### config.mk
export PLATFORM = sky130hd
export DESIGN_NAME = instr_sequencer
export DESIGN_NICKNAME = d
export VERILOG_FILES = /design/src/rtl/instr_sequencer.sv
export SDC_FILE = /design/constraint.sdc
export NUM_CORES = 1
export LEC_CHECK = 0
export BUFFER_PORTS_ARGS = -buffer_cell sky130_fd_sc_hd__buf_4
export CAP_MARGIN = 20
export CORE_ASPECT_RATIO = 1.1
export CORE_MARGIN = 10
export CORE_UTILIZATION = 30
export DETAILED_ROUTE_END_ITERATION = 12
export PLACE_DENSITY = 0.53
export SYNTH_ARGS = -nofsm -noshare
export SYNTH_HDL_FRONTEND = slang
export SYNTH_SLANG_ARGS = --single-unit
### constraint.sdc
create_clock -name clk -period 2.3 [get_ports clk]
set_input_delay 0.115 -clock clk [delete_from_list [all_inputs] [get_ports clk]]
set_output_delay 0.115 -clock clk [all_outputs]
set_load 0.005 [all_outputs]
### src/rtl/instr_sequencer.sv
`default_nettype none
// ============================================================================
//  Module   : instr_sequencer
//  Purpose  : Multi-cycle fetch/decode/execute sequencer for the tau core.
//             Steps LOAD (0000) and STORE (1111) through one datapath phase
//             per cycle. Waits on a memory ready handshake, flags illegal
//             opcodes and memory timeouts with a sticky fault code, and
//             counts retired instructions.
//  Ports    : clk, rst (sync, active-high), run, opcode[3:0], mem_ready
//             -> alu_op[3:0], pc_load, ir_load, mem_read, mem_write,
//                reg_write, addr_sel, busy, fault[1:0],
//                instr_count[CNT_WIDTH-1:0]
//  Revision : 1.0  initial release
// ============================================================================
module instr_sequencer #(
    parameter int MEM_TIMEOUT = 16,
    parameter int CNT_WIDTH   = 16
) (
    input  logic                 clk,
    input  logic                 rst,
    input  logic                 run,
    input  logic [3:0]           opcode,
    input  logic                 mem_ready,
    output logic [3:0]           alu_op,
    output logic                 pc_load,
    output logic                 ir_load,
    output logic                 mem_read,
    output logic                 mem_write,
    output logic                 reg_write,
    output logic                 addr_sel,
    output logic                 busy,
    output logic [1:0]           fault,
    output logic [CNT_WIDTH-1:0] instr_count
);

    localparam logic [2:0] c_st_idle      = 3'd0;
    localparam logic [2:0] c_st_fetch     = 3'd1;
    localparam logic [2:0] c_st_decode    = 3'd2;
    localparam logic [2:0] c_st_load_mem  = 3'd3;
    localparam logic [2:0] c_st_wb        = 3'd4;
    localparam logic [2:0] c_st_store_mem = 3'd5;
    localparam logic [2:0] c_st_fault     = 3'd6;

    localparam logic [3:0] c_op_load  = 4'b0000;
    localparam logic [3:0] c_op_store = 4'b1111;
    localparam logic [3:0] c_alu_pass = 4'b0110;

    localparam logic [1:0] c_fault_none    = 2'b00;
    localparam logic [1:0] c_fault_illegal = 2'b01;
    localparam logic [1:0] c_fault_timeout = 2'b10;

    localparam int                c_wait_w    = $clog2(MEM_TIMEOUT);
    localparam logic [c_wait_w-1:0] c_wait_last = c_wait_w'(MEM_TIMEOUT - 1);
    localparam logic [CNT_WIDTH-1:0] c_cnt_one  = CNT_WIDTH'(1);

    logic [2:0]           r_state;
    logic [2:0]           w_next_state;
    logic [c_wait_w-1:0]  r_wait;
    logic [1:0]           r_fault;
    logic [1:0]           w_next_fault;
    logic [CNT_WIDTH-1:0] r_count;
    logic                 w_retire;
    logic                 w_mem_phase;
    logic                 w_wait_done;

    assign w_mem_phase = (r_state == c_st_fetch) || (r_state == c_st_load_mem) ||
                         (r_state == c_st_store_mem);
    // Last allowed waiting cycle; a ready on this same cycle still wins.
    assign w_wait_done = (r_wait == c_wait_last);

    // ------------------------------------------------------------------
    // Next-state logic
    // ------------------------------------------------------------------
    always_comb begin
        w_next_state = r_state;
        w_next_fault = r_fault;
        w_retire     = 1'b0;
        case (r_state)
            c_st_idle: begin
                if (run) w_next_state = c_st_fetch;
            end
            c_st_fetch: begin
                if (mem_ready) begin
                    w_next_state = c_st_decode;
                end else if (w_wait_done) begin
                    w_next_state = c_st_fault;
                    w_next_fault = c_fault_timeout;
                end
            end
            c_st_decode: begin
                if (opcode == c_op_load) begin
                    w_next_state = c_st_load_mem;
                end else if (opcode == c_op_store) begin
                    w_next_state = c_st_store_mem;
                end else begin
                    w_next_state = c_st_fault;
                    w_next_fault = c_fault_illegal;
                end
            end
            c_st_load_mem: begin
                if (mem_ready) begin
                    w_next_state = c_st_wb;
                end else if (w_wait_done) begin
                    w_next_state = c_st_fault;
                    w_next_fault = c_fault_timeout;
                end
            end
            c_st_wb: begin
                w_retire     = 1'b1;
                w_next_state = run ? c_st_fetch : c_st_idle;
            end
            c_st_store_mem: begin
                if (mem_ready) begin
                    w_retire     = 1'b1;
                    w_next_state = run ? c_st_fetch : c_st_idle;
                end else if (w_wait_done) begin
                    w_next_state = c_st_fault;
                    w_next_fault = c_fault_timeout;
                end
            end
            c_st_fault: begin
                w_next_state = c_st_fault;
            end
            default: begin
                w_next_state = c_st_idle;
            end
        endcase
    end

    // ------------------------------------------------------------------
    // State, wait counter, fault and retire counter
    // ------------------------------------------------------------------
    always_ff @(posedge clk) begin
        if (rst) begin
            r_state <= c_st_idle;
            r_wait  <= '0;
            r_fault <= c_fault_none;
            r_count <= '0;
        end else begin
            r_state <= w_next_state;
            r_fault <= w_next_fault;
            if (w_retire) r_count <= r_count + c_cnt_one;
            // Remaining in a memory phase means mem_ready was low and the
            // timeout did not fire; any transition restarts the count.
            if (w_mem_phase && (w_next_state == r_state)) r_wait <= r_wait + 1'b1;
            else                                          r_wait <= '0;
        end
    end

    // ------------------------------------------------------------------
    // Output decode (ir_load/pc_load also qualified by mem_ready)
    // ------------------------------------------------------------------
    always_comb begin
        alu_op    = 4'b0000;
        pc_load   = 1'b0;
        ir_load   = 1'b0;
        mem_read  = 1'b0;
        mem_write = 1'b0;
        reg_write = 1'b0;
        addr_sel  = 1'b0;
        case (r_state)
            c_st_fetch: begin
                mem_read = 1'b1;
                ir_load  = mem_ready;
                pc_load  = mem_ready;
            end
            c_st_load_mem: begin
                mem_read = 1'b1;
                addr_sel = 1'b1;
                alu_op   = c_alu_pass;
            end
            c_st_wb: begin
                reg_write = 1'b1;
                alu_op    = c_alu_pass;
            end
            c_st_store_mem: begin
                mem_write = 1'b1;
                addr_sel  = 1'b1;
                alu_op    = c_alu_pass;
            end
            default: begin
            end
        endcase
    end

    assign busy        = (r_state != c_st_idle) && (r_state != c_st_fault);
    assign fault       = r_fault;
    assign instr_count = r_count;

endmodule
`default_nettype wire

==> flow_metrics.py, run 1 <==
metrics = {
    "run_status": {
        "status": "complete, no violations",
    },
    "power": {
        "sw_frac_of_total_pct": 24.90,
        "pwr-share-comb_pct": 13.1,
        "p_clk_share_pct": 31.6,
        "power_frac_seq_pct": 55.3,
        "p_total_w": 0.0008227,
        "leakage_nw": 0.6388,
        "max-vdd-ir-drop_v": 0.0002353,
        "pwr_density_cell_nw_per_um2": 500.8,
        "p_switching_w": 0.0002048,
        "p_int_w": 0.0006178,
    },
    "drt": {
        "drtAntennaViolNets": 0,
        "viasPerCell": 5.020,
        "drc": 0,
        "dr.pass1.iters": 4,
        "wl_um": 3327,
        "drtIter0Drc": 65,
        "wl_per_cell_um": 13.64,
        "vias": 1225,
    },
    "synth": {
        "netlist_instances": 165,
        "ys_warn_count": 0,
        "syn-cell-area_um2": 1353,
        "synth_most_common_cell": "dfxtp_1",
        "synth_edf_count": 0,
        "synth-seq-cells": 25,
        "synth_common_cells": "dfxtp_1 (25), nor2_1 (21), nand3_1 (9)",
        "ys.flop_type": "dfxtp_1",
        "ys_seq_area_share_pct": 37.00,
        "synthTopCellsByArea": "dfxtp_1 (37%), nor2_1 (5.8%), xnor2_1 (5.2%)",
        "synth_top_area_cell": "dfxtp_1",
        "synth_cell_types": 44,
        "postSynthAreaPerCell_um2": 8.197,
        "synth_top_cell_area_share_pct": 37.00,
        "synthArstFlopShare_pct": 0,
    },
    "setup_path": {
        "reg2regPathDepth": 4,
        "cp-end-kind": "flip-flop",
        "worstPathMaxFanout": 15,
        "crit_arrival_ps": 2160,
        "required_ps": 2490,
        "path_class": "reg2reg",
        "start_kind": "flip-flop",
    },
    "clocking": {
        "hold_buffers": 0,
        "cts_resized": 0,
        "ctsHtreeMaxLevel": 1,
        "cts-buffers-inserted": 3,
        "cts.sinks": 25,
        "ctsRootBufferMaster": "clkbuf_8",
        "cts_tree": "done",
        "clock_latency_ps": 270,
        "cts_buffer_depth": 2,
        "path_clk_slew_ps": 90,
        "post_cts_buffers": 0,
    },
    "cells_and_area": {
        "antenna_cells": 0,
        "nFillCells": 461,
        "drive_above_1_share_pct": 22.63,
        "fin_nets": 201,
        "fin_area_um2": 1643,
        "syn_to_final_growth_pct": 21.46,
    },
    "grt": {
        "antenna_found_initial": 0,
        "grt_usage_pct": 8.233,
        "grt_pass1_vias": 1121,
        "grt_overflow": 0,
        "grt_max_degree": 26,
        "grt_pass1_wl_um": 5423,
    },
    "min_path": {
        "hold_class": "in2reg",
        "hold_path_depth": 2,
    },
    "floorplanning": {
        "io_pins": 37,
        "start_util_pct": 31.33,
        "core-area_um2": 4317,
        "die_y_um": 90.42,
        "dieArea_um2": 7597,
        "die_w_um": 84.02,
        "std_cell_rows": 25,
    },
    "sta": {
        "min_period_ps": 1971,
        "clock_skew_ps": 10.01,
        "hold_viol": 0,
        "fmax_ghz": 0.5074,
        "tns_ps": 0,
        "holdWs_ps": 195.0,
        "rsz0062_at_grt": "false",
        "worst_pin_slew_ps": 543.0,
        "fin_crit_sh_pct": 85.68,
        "relSlewSlack_pct": 63.23,
        "slew_violations": 0,
        "setup_viol": 0,
    },
    "place": {
        "gp_congestion": 0.7347,
        "placed_area_um2": 1598,
        "hpwl_um": 2591,
        "portBuffers": 34,
    },
    "run": {
        "max-cap-violations": 0,
    },
}
-- sequential cells by signal (all words and copies together) (netlist names) --
register,flops
r_wait,4
instr_count,16
r_state,3
fault,2
-- through the flow --
stage | util, % | cells | worst slack (ps)
6_report | 38.06 | 244 | 329.3
3_5_place_dp | 37.01 | 240 | 368.4
4_1_cts | 38.06 | 244 | 343.9
2_1_floorplan | - | 166 | 553.5
5_1_grt | 38.06 | 244 | 216.0
3_3_place_gp | 37.01 | 240 | 447.9
-- per-layer routing --
| metal | wire [µm] | GRT usage (%) | part of all wire, % | vias to the layer above |
|---|---|---|---|---|
| met4 | 18 | 1.676 | 0.54 | 0 |
| met3 | 136 | 2.166 | 4.1 | 2 |
| met1 | 1452 | 9.091 | 44 | 573 |
| met5 | 0 | 0 | 0 | - |
| met2 | 1720 | 15.16 | 52 | 24 |
| li1 | - | - | - | 626 |
-- layout by cell type (no fill, tap or decap), types with 3 or more instances in the layout --
master    instances
nand2_1           7
o21ai_0           6
clkbuf_8          3
or4_1             3
nor2b_1           6
nor4_1            3
a211oi_1          3
nand3_1           9
dfxtp_1          25
nand4_1           4
buf_4            35
xnor2_1           8
inv_1             4
nor3_1            5
nor2_1           21
or3_1             5
a21oi_1           7
-- cell families (layout without fill, tap and decap cells) --
logic type / after synthesis / in the layout / share of synthesized area, %
AND/OR/NAND/NOR: 80 / 80 / 32.56
AO/OA/AOI/OAI: 26 / 26 / 12.49
flip-flops: 25 / 25 / 37.00
buffers and inverters: 19 / 43 / 7.677
XOR/XNOR: 10 / 10 / 6.476
adder cells (fa/ha/maj): 2 / 2 / 1.850
multiplexers: 2 / 2 / 1.665
other: 1 / 2 / 0.2773
-- power groups by stage --
stage	Sequential, W	Clock, W	Combinational [W]
after floorplan	0.000457	0	0.0000779
after global placement	0.000464	0	0.000108
after detailed placement	0.000465	0	0.000109
after CTS	0.000455	0.000270	0.000109
after global routing	0.000457	0.000289	0.000120
final	0.000455	0.000260	0.000108
-- area by class of cell --
class,count,area (µm²),share of cell area (%)
multi-input combinational,122,752.0,45.77
sequential,25,500.5,30.46
timing repair buffer,35,262.8,15.99
tap,54,67.56,4.113
clock buffer,4,45.04,2.742
inverter,4,15.01,0.9139
-- path summary, 6_finish.rpt --
kind | start | endpoint | slack, ps
worst max-delay path | r_state[2]$_SDFF_PP0_ | instr_count[14]$_SDFFE_PP0P_ | 330
worst min-delay path | rst | instr_count[3]$_SDFFE_PP0P_ | 190
worst max register to register | r_state[2]$_SDFF_PP0_ | instr_count[14]$_SDFFE_PP0P_ | 330
worst min register to register | r_wait[0]$_SDFF_PP0_ | r_wait[0]$_SDFF_PP0_ | 460
-- worst max-delay path, cell delays in order (launching register included) --
cell,delay (ps)
dfxtp_1,590
nand3_1,190
or3_1,460
or4b_1,500
a21oi_1,150
(Power assumes the default switching activity.)
==> run 2: changes to the inputs <==
--- a/config.mk
+++ b/config.mk
@@ -9,9 +9,10 @@
 export CAP_MARGIN = 20
 export CORE_ASPECT_RATIO = 1.1
 export CORE_MARGIN = 10
-export CORE_UTILIZATION = 30
+export CORE_UTILIZATION = 54
+export CTS_BUF_LIST = sky130_fd_sc_hd__clkbuf_4
 export DETAILED_ROUTE_END_ITERATION = 12
-export PLACE_DENSITY = 0.53
+export PLACE_DENSITY = 0.84
 export SYNTH_ARGS = -nofsm -noshare
 export SYNTH_HDL_FRONTEND = slang
 export SYNTH_SLANG_ARGS = --single-unit
==> flow_metrics.py, run 2 (synthesis gave the netlist of run 1 again) <==
metrics = {
    "run_status": {
        "status": "complete, no violations",
    },
    "min_path": {
        "worstHoldStart": "rst",
        "hold_path_depth": 2,
        "min_to": "instr_count[14]$_SDFFE_PP0P_",
        "hold_class": "in2reg",
    },
    "floorplanning": {
        "dieArea_um2": 4909,
        "std_cell_rows": 18,
        "start_util_pct": 58.31,
        "io_pins": 37,
        "die_y_um": 72.49,
        "die_w_um": 67.72,
        "core-area_um2": 2320,
    },
    "clocking": {
        "path_clk_slew_ps": 150,
        "clock_latency_ps": 330,
        "ctsRootBufferMaster": "clkbuf_4",
        "cts-buffers-inserted": 3,
        "cts_resized": 0,
        "cts_buffer_depth": 2,
        "cts_tree": "done",
        "post_cts_buffers": 0,
        "ctsHtreeMaxLevel": 1,
        "hold_buffers": 0,
        "cts.sinks": 25,
    },
    "grt": {
        "grt_usage_pct": 13.80,
        "grt_pass1_vias": 1245,
        "grt_pass1_wl_um": 5602,
        "grt_max_degree": 26,
        "grt_overflow": 0,
        "antenna_found_initial": 0,
    },
    "place": {
        "pre_cts_ws_ps": 392.8,
        "dpl.cell_count": 215,
        "portBuffers": 34,
        "gp_congestion": 0.8386,
        "hpwl_um": 2560,
    },
    "setup_path": {
        "start_kind": "flip-flop",
        "rr_startpoint": "r_state[2]$_SDFF_PP0_",
        "reg2reg_setup_slack_ps": 270,
        "required_ps": 2560,
        "cp-end-kind": "flip-flop",
        "reg2regPathDepth": 4,
        "worstPathMaxFanout": 15,
        "r2r-end": "instr_count[11]$_SDFFE_PP0P_",
        "path_class": "reg2reg",
        "crit_arrival_ps": 2290,
    },
    "drt": {
        "viasPerCell": 5.845,
        "wl_um": 3437,
        "dr.pass1.iters": 4,
        "drc": 0,
        "wl_per_cell_um": 15.69,
        "drtIter0Drc": 88,
        "drtAntennaViolNets": 0,
        "vias": 1280,
    },
    "power": {
        "max-vdd-ir-drop_v": 0.0005051,
        "leakage_nw": 0.6249,
        "pwr_density_cell_nw_per_um2": 484.8,
    },
    "cells_and_area": {
        "syn_to_final_growth_pct": 17.58,
        "antenna_cells": 0,
        "mostFrequentLayoutCell": "buf_4",
        "largest_reg_flops": 16,
        "drive_above_1_share_pct": 22.75,
        "nFillCells": 208,
        "most-common-layout-cells": "buf_4 (34), dfxtp_1 (25), nor2_1 (21)",
        "fin_nets": 200,
        "final_util_pct": 68.55,
        "fin_cells": 219,
    },
    "sta": {
        "relSlewSlack_pct": 63.49,
        "rsz0062_at_grt": "false",
        "worst_pin_slew_ps": 539.1,
        "setup_viol": 0,
        "tns_ps": 0,
        "slew_violations": 0,
        "holdWs_ps": 134.8,
        "hold_viol": 0,
        "fmax_ghz": 0.4918,
        "fin_crit_sh_pct": 88.41,
        "clock_skew_ps": 10.45,
        "min_period_ps": 2033,
        "fin_ws_ps": 266.6,
    },
    "run": {
        "max-cap-violations": 0,
    },
}
[run 2: cell count changes in the layout (fill, tap and decap cells not counted), sizes merged]
cell,before,now
buf,35,34
clkbuf,4,3
clkinvlp,0,1
[run 2: through the flow]
| stage | area, µm² | total power, W |
|---|---|---|
| after floorplan | 1356 | 0.0005346 |
| after global placement | 1560 | 0.0005656 |
| after detailed placement | 1560 | 0.0005705 |
| after CTS | 1590 | 0.0007685 |
| after global routing | 1590 | 0.0008065 |
| final | 1590 | 0.0007710 |
[run 2: area by class of cell]
class,instances,area (µm²),share of cell area [%]
Clock buffer,3,22.52,1.416
Clock inverter,1,7.507,0.4721
Inverter,4,15.01,0.9441
Multi-Input combinational cell,122,752.0,47.29
Sequential cell,25,500.5,31.47
Tap cell,30,37.54,2.360
Timing Repair Buffer,34,255.2,16.05
[run 2: worst max path at each step]
stage                                start                            to  slack (ps)  cells past startpoint
2_1_floorplan  instr_count[0]$_SDFFE_PP0P_  instr_count[12]$_SDFFE_PP0P_         550                      6
3_3_place_gp         r_state[2]$_SDFF_PP0_  instr_count[14]$_SDFFE_PP0P_         480                      4
4_1_cts              r_state[2]$_SDFF_PP0_  instr_count[11]$_SDFFE_PP0P_         310                      4
3_5_place_dp         r_state[2]$_SDFF_PP0_  instr_count[12]$_SDFFE_PP0P_         390                      4
6_report             r_state[2]$_SDFF_PP0_  instr_count[11]$_SDFFE_PP0P_         270                      4
5_1_grt              r_state[2]$_SDFF_PP0_  instr_count[11]$_SDFFE_PP0P_         120                      4
[run 2: worst max-delay path: stages, from the launching register on]
cell and delay [ps]:
dfxtp_1 610, nand2b_1 270, or3_1 470, or4_1 450
a21oi_1 170
[run 2: power breakdown]
part / leakage (nW) / total (W) / internal [W] / switching [W]
Sequential: 0.202 / 0.000460 / 0.000441 / 0.0000185
Clock: 0.0139 / 0.000210 / 0.0000664 / 0.000144
Combinational: 0.409 / 0.000101 / 0.0000514 / 0.0000493
[run 2: routing by layer]
layer | up-vias | global-route usage [%] | routed length (µm)
met5 | - | 0 | 0
met4 | 0 | 3.425 | 34
met3 | 6 | 3.072 | 234
met2 | 55 | 25.08 | 1822
met1 | 593 | 15.51 | 1346
li1 | 626 | - | -
==> run 3: changes to the inputs <==
--- a/config.mk
+++ b/config.mk
@@ -7,7 +7,6 @@
 export LEC_CHECK = 0
 export BUFFER_PORTS_ARGS = -buffer_cell sky130_fd_sc_hd__buf_4
 export CAP_MARGIN = 20
-export CORE_ASPECT_RATIO = 1.1
 export CORE_MARGIN = 10
 export CORE_UTILIZATION = 54
 export CTS_BUF_LIST = sky130_fd_sc_hd__clkbuf_4
==> flow_metrics.py, run 3 (synthesis gave the netlist of run 1 again) <==
metrics = {
    "run_status": {
        "status": "complete, no violations",
    },
    "sta": {
        "worst_pin_slew_ps": 604.4,
        "relSlewSlack_pct": 59.07,
        "fmax_ghz": 0.5077,
        "tns_ps": 0,
        "fin_crit_sh_pct": 85.64,
        "slew_violations": 0,
        "hold_viol": 0,
        "rsz0062_at_grt": "false",
        "clock_skew_ps": 3.599,
        "holdWs_ps": 132.5,
        "setup_viol": 0,
        "min_period_ps": 1970,
    },
    "drt": {
        "wl_per_cell_um": 14.41,
        "drtAntennaViolNets": 0,
        "vias": 1218,
        "drtIter0Drc": 91,
        "dr.pass1.iters": 4,
        "viasPerCell": 5.562,
        "drc": 0,
        "wl_um": 3156,
    },
    "setup_path": {
        "cp-end-kind": "flip-flop",
        "reg2regPathDepth": 4,
        "crit_chain": "nand3_1, or3_1, or4_1, a21oi_1",
        "critPathLaunch": "r_state[2]$_SDFF_PP0_",
        "crit_arrival_ps": 2230,
        "rr_startpoint": "r_state[2]$_SDFF_PP0_",
        "r2r-end": "instr_count[12]$_SDFFE_PP0P_",
        "start_kind": "flip-flop",
        "required_ps": 2560,
        "cpPeakStageDelay_ps": 610,
        "path_class": "reg2reg",
        "reg2reg_setup_slack_ps": 330,
        "worstPathMaxFanout": 15,
        "cp_slowest_cell": "dfxtp_1",
        "cp_num_buf_inv": 0,
        "crit_family": "simple AND/OR/NAND/NOR gates",
    },
    "min_path": {
        "hold_class": "in2reg",
        "min_to": "instr_count[6]$_SDFFE_PP0P_",
        "hold_path_depth": 2,
        "worstHoldStart": "rst",
    },
    "clocking": {
        "ctsHtreeMaxLevel": 1,
        "cts_resized": 0,
        "cts.sinks": 25,
        "post_cts_buffers": 0,
        "clock_latency_ps": 320,
        "ctsRootBufferMaster": "clkbuf_4",
        "hold_buffers": 0,
        "cts_tree": "done",
        "cts-buffers-inserted": 3,
        "path_clk_slew_ps": 140,
        "cts_buffer_depth": 2,
    },
    "power": {
        "pwr_density_cell_nw_per_um2": 478.9,
        "p_clk_share_pct": 26.4,
        "leakage_nw": 0.6287,
        "pwr-share-comb_pct": 13.1,
        "p_int_w": 0.0005577,
        "max-vdd-ir-drop_v": 0.0004371,
        "power_frac_seq_pct": 60.5,
        "sw_frac_of_total_pct": 26.65,
        "p_switching_w": 0.0002026,
    },
    "cells_and_area": {
        "mostFrequentLayoutCell": "buf_4",
        "fin_cells": 219,
        "largest_reg_flops": 16,
        "antenna_cells": 0,
        "nFillCells": 224,
        "fin_nets": 200,
        "drive_above_1_share_pct": 22.75,
        "most-common-layout-cells": "buf_4 (34), dfxtp_1 (25), nor2_1 (21)",
        "syn_to_final_growth_pct": 17.39,
    },
    "place": {
        "gp_congestion": 0.8785,
        "hpwl_um": 2421,
        "portBuffers": 34,
        "dpl.cell_count": 215,
    },
    "grt": {
        "grt_overflow": 0,
        "grt_pass1_vias": 1158,
        "grt_pass1_wl_um": 5216,
        "grt_usage_pct": 12.20,
        "grt_max_degree": 26,
        "antenna_found_initial": 0,
    },
    "floorplanning": {
        "std_cell_rows": 18,
        "die_w_um": 70.05,
        "die_y_um": 70.05,
        "start_util_pct": 55.61,
        "core-area_um2": 2432,
        "io_pins": 37,
        "dieArea_um2": 4906,
    },
    "run": {
        "max-cap-violations": 0,
    },
}
-- run 3: area by class of cell --
cell class | instances | area, µm² | area share, %
clock buffers | 3 | 22.52 | 1.418
clock inverters | 1 | 5.005 | 0.3152
inverters | 4 | 15.01 | 0.9456
multi-input cells | 122 | 752.0 | 47.36
flip-flops and latches | 25 | 500.5 | 31.52
well taps | 30 | 37.54 | 2.364
repair buffers | 34 | 255.2 | 16.08
-- run 3: per-layer routing --
layer  share of wire, %  global-route usage (%)
met1                 42                   13.36
met2                 51                   21.85
met3                6.2                   4.096
met4               0.38                   3.070
met5                  0                       0
-- run 3: how the worst max path moves through the flow --
stage	cells past startpoint	slack, ps	endpoint
2_1_floorplan	6	550	instr_count[12]$_SDFFE_PP0P_
3_3_place_gp	4	470	instr_count[14]$_SDFFE_PP0P_
3_5_place_dp	4	400	instr_count[12]$_SDFFE_PP0P_
4_1_cts	4	360	instr_count[12]$_SDFFE_PP0P_
5_1_grt	4	200	instr_count[12]$_SDFFE_PP0P_
6_report	4	330	instr_count[12]$_SDFFE_PP0P_
-- run 3: through the flow --
| step | setup slack (ps) | area, µm² | utilization [%] | power [W] |
|---|---|---|---|---|
| 2_1_floorplan | 553.5 | 1356 | - | 0.0005346 |
| 3_3_place_gp | 472.8 | 1560 | 64.15 | 0.0005649 |
| 3_5_place_dp | 396.9 | 1560 | 64.15 | 0.0005688 |
| 4_1_cts | 360.5 | 1588 | 65.28 | 0.0007633 |
| 5_1_grt | 195.7 | 1588 | 65.28 | 0.0007919 |
| 6_report | 330.3 | 1588 | 65.28 | 0.0007603 |
-- run 3: worst register-to-register path, stage by stage, from the launching register on --
cell and delay, ps:
dfxtp_1 610, nand3_1 180, or3_1 450, or4_1 520, a21oi_1 160
-- run 3: power by group through the flow --
stage	logic, W	clock network (W)	registers (W)
finish	0.0000993	0.000201	0.000460
global route	0.000111	0.000218	0.000463
CTS	0.000101	0.000204	0.000459
detailed placement	0.000100	0	0.000469
global placement	0.0000971	0	0.000468
floorplan	0.0000779	0	0.000457
